### config.mk
export PLATFORM = sky130hd
export DESIGN_NAME = muldiv_iter
export DESIGN_NICKNAME = d
export VERILOG_FILES = /design/src/rtl/muldiv_iter.sv
export SDC_FILE = /design/constraint.sdc
export NUM_CORES = 1
export LEC_CHECK = 0
export BUFFER_PORTS_ARGS = -buffer_cell sky130_fd_sc_hd__buf_2
export CORE_ASPECT_RATIO = 0.8
export CORE_MARGIN = 2
export CORE_UTILIZATION = 41
export CTS_CLUSTER_DIAMETER = 30
export DETAILED_ROUTE_END_ITERATION = 6
export PLACE_DENSITY = 0.66
export SLEW_MARGIN = 20
export SYNTH_ARGS = -nofsm -noshare
export SYNTH_HDL_FRONTEND = slang
export SYNTH_SLANG_ARGS = --single-unit
### constraint.sdc
create_clock -name clk -period 9.5 [get_ports clk]
set_input_delay 1.9 -clock clk [delete_from_list [all_inputs] [get_ports clk]]
set_output_delay 1.9 -clock clk [all_outputs]
set_load 0.1 [all_outputs]
### src/rtl/muldiv_iter.sv
// muldiv_iter: iterative RV32M/RV64M multiply/divide unit retiring BITS_PER_CYCLE result bits per clock
module muldiv_iter #(
    parameter int XLEN = 32,
    parameter int BITS_PER_CYCLE = 1
) (
    input  logic            clk,
    input  logic            rst_n,
    input  logic            flush,
    input  logic            in_valid,
    output logic            in_ready,
    input  logic [2:0]      op,
    input  logic [XLEN-1:0] rs1,
    input  logic [XLEN-1:0] rs2,
    output logic            out_valid,
    input  logic            out_ready,
    output logic [XLEN-1:0] rd,
    output logic [3:0]      flags
);
    localparam int ITER = XLEN / BITS_PER_CYCLE;
    localparam int CW = $clog2(ITER);
    typedef enum logic [1:0] {IDLE, BUSY, FIX, DONE} state_t;
    state_t state, state_nx;
    logic [CW-1:0] cnt;
    logic [2:0] opr;
    logic [XLEN-1:0] a, b, ma, mb, sres, dsel, res;
    logic [2*XLEN-1:0] acc, acc_nx, prod;
    logic [XLEN:0] t, d;
    logic sgn, spc, dz, ovf, s1, s2, dz_in, ovf_in, accept;
    assign s1 = rs1[XLEN-1] & (op[2] ? ~op[0] : (op[1:0] != 2'b11));
    assign s2 = rs2[XLEN-1] & (op[2] ? ~op[0] : ~op[1]);
    assign ma = s1 ? -rs1 : rs1;
    assign mb = s2 ? -rs2 : rs2;
    assign dz_in = op[2] && rs2 == '0;
    assign ovf_in = op[2] && !op[0] && rs1 == {1'b1, {(XLEN-1){1'b0}}} && rs2 == '1;
    assign sres = dz_in ? (op[1] ? rs1 : '1) : (op[1] ? '0 : rs1);
    assign in_ready = state == IDLE;
    assign out_valid = state == DONE;
    assign accept = in_valid && in_ready && !flush;
    // Multiply keeps the multiplier in acc low half; divide keeps {remainder, dividend/quotient}.
    always_comb begin
        acc_nx = acc;
        t = '0;
        d = '0;
        for (int i = 0; i < BITS_PER_CYCLE; i++) begin
            if (opr[2]) begin
                t = acc_nx[2*XLEN-1:XLEN-1];
                acc_nx = acc_nx << 1;
                d = t - {1'b0, b};
                if (!d[XLEN]) begin
                    acc_nx[2*XLEN-1:XLEN] = d[XLEN-1:0];
                    acc_nx[0] = 1'b1;
                end
            end else begin
                t = {1'b0, acc_nx[2*XLEN-1:XLEN]} + (acc_nx[0] ? {1'b0, a} : '0);
                acc_nx = {t, acc_nx[XLEN-1:1]};
            end
        end
    end
    always_comb begin
        state_nx = flush ? IDLE :
                   state == IDLE ? (accept ? ((dz_in || ovf_in) ? FIX : BUSY) : IDLE) :
                   state == BUSY ? (cnt == CW'(ITER - 1) ? FIX : BUSY) :
                   state == FIX  ? DONE :
                   (out_ready ? IDLE : DONE);
    end
    assign prod = sgn ? -acc : acc;
    assign dsel = opr[1] ? acc[2*XLEN-1:XLEN] : acc[XLEN-1:0];
    assign res = spc ? acc[XLEN-1:0] :
                 opr[2] ? (sgn ? -dsel : dsel) :
                 opr[1:0] == 2'b00 ? prod[XLEN-1:0] : prod[2*XLEN-1:XLEN];
    always_ff @(posedge clk or negedge rst_n) begin
        if (!rst_n) begin
            state <= IDLE;
            cnt <= '0;
            opr <= '0;
            a <= '0;
            b <= '0;
            acc <= '0;
            sgn <= 1'b0;
            spc <= 1'b0;
            dz <= 1'b0;
            ovf <= 1'b0;
            rd <= '0;
            flags <= '0;
        end else begin
            state <= state_nx;
            cnt <= (state == BUSY && !flush) ? cnt + 1'b1 : '0;
            if (accept) begin
                opr <= op;
                a <= ma;
                b <= mb;
                acc <= {{XLEN{1'b0}}, (dz_in || ovf_in) ? sres : (op[2] ? ma : mb)};
                sgn <= (op[2] && op[1]) ? s1 : s1 ^ s2;
                spc <= dz_in || ovf_in;
                dz <= dz_in;
                ovf <= ovf_in;
            end else if (state == BUSY) begin
                acc <= acc_nx;
            end
            if (state == FIX && !flush) begin
                rd <= res;
                flags <= {1'b0, ovf, dz, res == '0};
            end
        end
    end
endmodule

==> impl_results.md <==
- Status: finished, final reports clean
- Worst endpoint required time: 9.86 ns
- Worst-margin pin slew: 1.080 ns
- CP Cell Sequence: buf_2 -> nor4_2 -> nand4b_1 -> nor2_1 -> nand2_1 -> nor4_2 -> and4b_1 -> buf_4 -> or3_1 -> buf_4 -> o22ai_1 -> o32a_1
- Area grow syn2layout: 7.561%
- CTS tree: built
- Post-Syn Area per Cell: roughly 7.6 um2
- Clk Latency, worst-skew pair: between 0.4 and 0.5 ns
- Leakage: just over 8 nW
- CP top delay family: simple AND/OR/NAND/NOR gates
- Primary FF master, synth: dfrtp_1
- Die Height: just under 200 um
- Peak fanout along the critical path: 49
- Syn. warnings: 0
- PostCTS Resize Cnt: 0
- Peak VDD IR: around 0.15 mV
- TritonCTS Sinks: ~180
- Initial DRC Count: 2858
- Worst Hold Class: register to register
- Pin count of the biggest net entering global routing: between 70 and 80
- Arrival time worst endpoint: 6.10 ns
- Nets: 2503
- Min cycle time layout: between 5 and 6 ns
- PortBufs: 108
- Share of total power in combinational logic: between 60% and 70%
- DRC Markers: 0
- Top cells by area, synth: dfrtp_1 24%, o21ai_0 5.8%, nand2_1 5.5%
- Post-synth top area share: roughly 24%
- Final period utilization: between 60% and 70%
- Net Sw Frac: between 50% and 60%
- Antenna Violating Nets Remaining: 0
- RSZ-0062 raised after global routing: false
- H-tree levels: 4
- Chip width: 239.2 um
- First-pass DRT Iterations: 7
- Power density over the cells: about 280 nW/um2
- WS Path Type: input pin to register
- RePlAce Congestion: 0.9920
- Global route overflow: 0
- Worst Path Buf+Inv: 3
- Hold Vio Cnt, Final: 0
- Max Clk Rate: 174.3 MHz
- Core area: around 43000 um2
- Synth Area in Compound Gates: about 28%
- Num rows: 68
- First-pass GRT wire length: 113100 um
- CP max-delay cell: or3_1
- Crit path largest cell delay: just over 0.5 ns
- Synth Area in Adders: under 10%
- Post-Syn Instances: 2396
- Setup TNS: 0 ns
- CTS buffer count: 17
- Area of the multi-input gates: approximately 13000 um2
- Async set or reset register ratio after synthesis: 100.0%
- Routed via count: approximately 20000
- XOR/XNOR share of the synthesized area: under 10%
- Max Buffers Root-to-Sink: 2
- Die area: 45950 um2
- DP Wirelength: about 56000 um
- GRT Resource Usage Total: around a third
- Storage cell area: approximately 4400 um2
- CTS root buf: clkbuf_16
- I/O pin count: 110
- Final core occ: between 40% and 50%
- CP startpoint kind: input pin
- Starting Density: approximately two fifths
- Setup slack after layout: 3.764 ns
- Mux share of post-synthesis cell area: between 5 and 6%
- MaxCap Viol Count: 0
- Slew Viols, Final: 0
- Synth Cell Area: roughly 18000 um2
- Synth Area in Simple Gates: a little under a quarter
- Distinct cells, synth: 100
- Synth Net Count: ~2500
- Number of synthesized flops with an enable pin: 0
- Cell taking the most area after synthesis: dfrtp_1
- Worst relative slew slack: a little over a quarter
- Final setup vio count: 0
- Post-Place Worst Slack: approximately 3.4 ns
- Part of the power in registers: approximately a quarter
- Post-CTS setup buffers: 0
- Layout cells sized above 1: roughly a tenth
- Vias per cell: about 6.7
- Fillcell total: 4323
- Antenna violations before repair: 8
- Worst hold margin: about 0.46 ns
- CP endpoint kind: register
- Post-DR wirelength/cell: between 20 and 30 um
- Clk pwr share: 14.1%
- Drt total wl: roughly 76000 um
- Cts-stage hold buffer count: 0
- Clk_skew: between 0.01 and 0.015 ns
- Seq cells post-synth: about 180
- Reg clk slew, reported paths: about 0.070 ns
- Largest family of logic cells by synthesized area: compound AO/OA/AOI/OAI gates
- Net switching power: 2.923 mW
- Post-synthesis sequential area ratio: 24.42%
- Number of global-route vias before repair: 17790
- Internal: between 2 and 3 mW
[layer usage]
layer | vias to the layer above | track usage (%) | share of wire [%]
met3 | 173 | 8.882 | 12
met4 | 8 | 10.43 | 3.3
met2 | 1131 | 46.24 | 40
met1 | 9475 | 47.60 | 44
met5 | - | 0 | 0.069
li1 | 8761 | - | -
[cells by family after synthesis]
kind of cell	Yosys count
fa+ha+maj	73
other cells	1
buf+inv	273
xor+xnor	153
mux	91
flops	177
simple gates	847
compound gates	781
[power groups by stage]
| stage | Clock (mW) | Sequential, mW | Combinational [mW] |
|---|---|---|---|
| after floorplan | 0 | 1.14 | 2.48 |
| after global placement | 0 | 1.39 | 3.11 |
| after detailed placement | 0 | 1.39 | 3.16 |
| after CTS | 0.777 | 1.38 | 3.18 |
| after global routing | 0.806 | 1.41 | 3.54 |
| final | 0.770 | 1.40 | 3.28 |
[state kept, by name, summed over array words and instances (netlist names)]
name	flops
acc	64
ovf	1
dz	1
rd	32
sgn	1
state	2
cnt	5
flags	3
spc	1
b	32
a	32
opr	3
[synthesized netlist by cell type (10+ instances only)]
cell and count:
a211oi_1 48, a21o_1 34, a21oi_1 181, a22oi_1 30
a31oi_1 24, and2_1 37, and3_1 18, buf_1 21
buf_2 18, clkbuf_1 158, dfrtp_1 177, ha_1 71
inv_1 68, mux2_2 13, mux2i_1 77, nand2_1 265
nand2b_1 25, nand3_1 45, nand4_1 30, nor2_1 187
nor2b_1 14, nor3_1 72, nor3b_1 10, nor4_1 35
o211ai_1 23, o21a_1 14, o21ai_0 209, o22a_1 10
o22ai_1 14, o31ai_1 27, o32a_1 19, o41ai_1 14
or2_2 11, or3_1 29, or4_1 21, xnor2_1 82
xor2_1 71
[final cells by class]
type / instances / share of cell area [%]
flip-flops and latches: 177 / 22.72
multi-input cells: 1946 / 64.94
diodes: 4 / 0.05131
clock buffers: 22 / 2.431
inverters: 70 / 1.347
well taps: 560 / 3.592
clock inverters: 10 / 0.6349
repair buffers: 146 / 4.278
[cell usage in the layout, fill, tap and decap left out, types with 37 or more instances in the layout]
master	n
mux2i_1	77
nor3_1	72
xnor2_1	82
inv_1	68
ha_1	71
xor2_1	70
dfrtp_1	174
nand3_1	45
nand2_1	264
and2_1	37
buf_2	107
buf_4	38
o21ai_0	208
a21oi_1	181
nor2_1	185
a211oi_1	48
[through the flow]
stage                     area (um2)  total power [mW]  std cells
after detailed placement       18900             4.552       2899
after CTS                      19500             5.333       2931
after global placement         18900             4.496       2899
after floorplan                18140             3.618       2396
final                          19510             5.451       2935
after global routing           19500             5.755       2933
[path summary, 6_finish.rpt]
check	from	end	slack, ns	cells after the start
setup / recovery	rs2[5]	acc[0]$_DFFE_PN0P_	3.76	12
hold / removal	cnt[0]$_DFF_PN0_	cnt[0]$_DFF_PN0_	0.46	1
setup reg to reg	acc[31]$_DFFE_PN0P_	acc[36]$_DFFE_PN0P_	4.32	15
hold reg to reg	cnt[0]$_DFF_PN0_	cnt[0]$_DFF_PN0_	0.46	1
max in group asynchronous	rst_n	sgn$_DFFE_PN0P_	5.97	3
min in group asynchronous	rst_n	acc[60]$_DFFE_PN0P_	1.39	1
(Power assumes the default switching activity.)
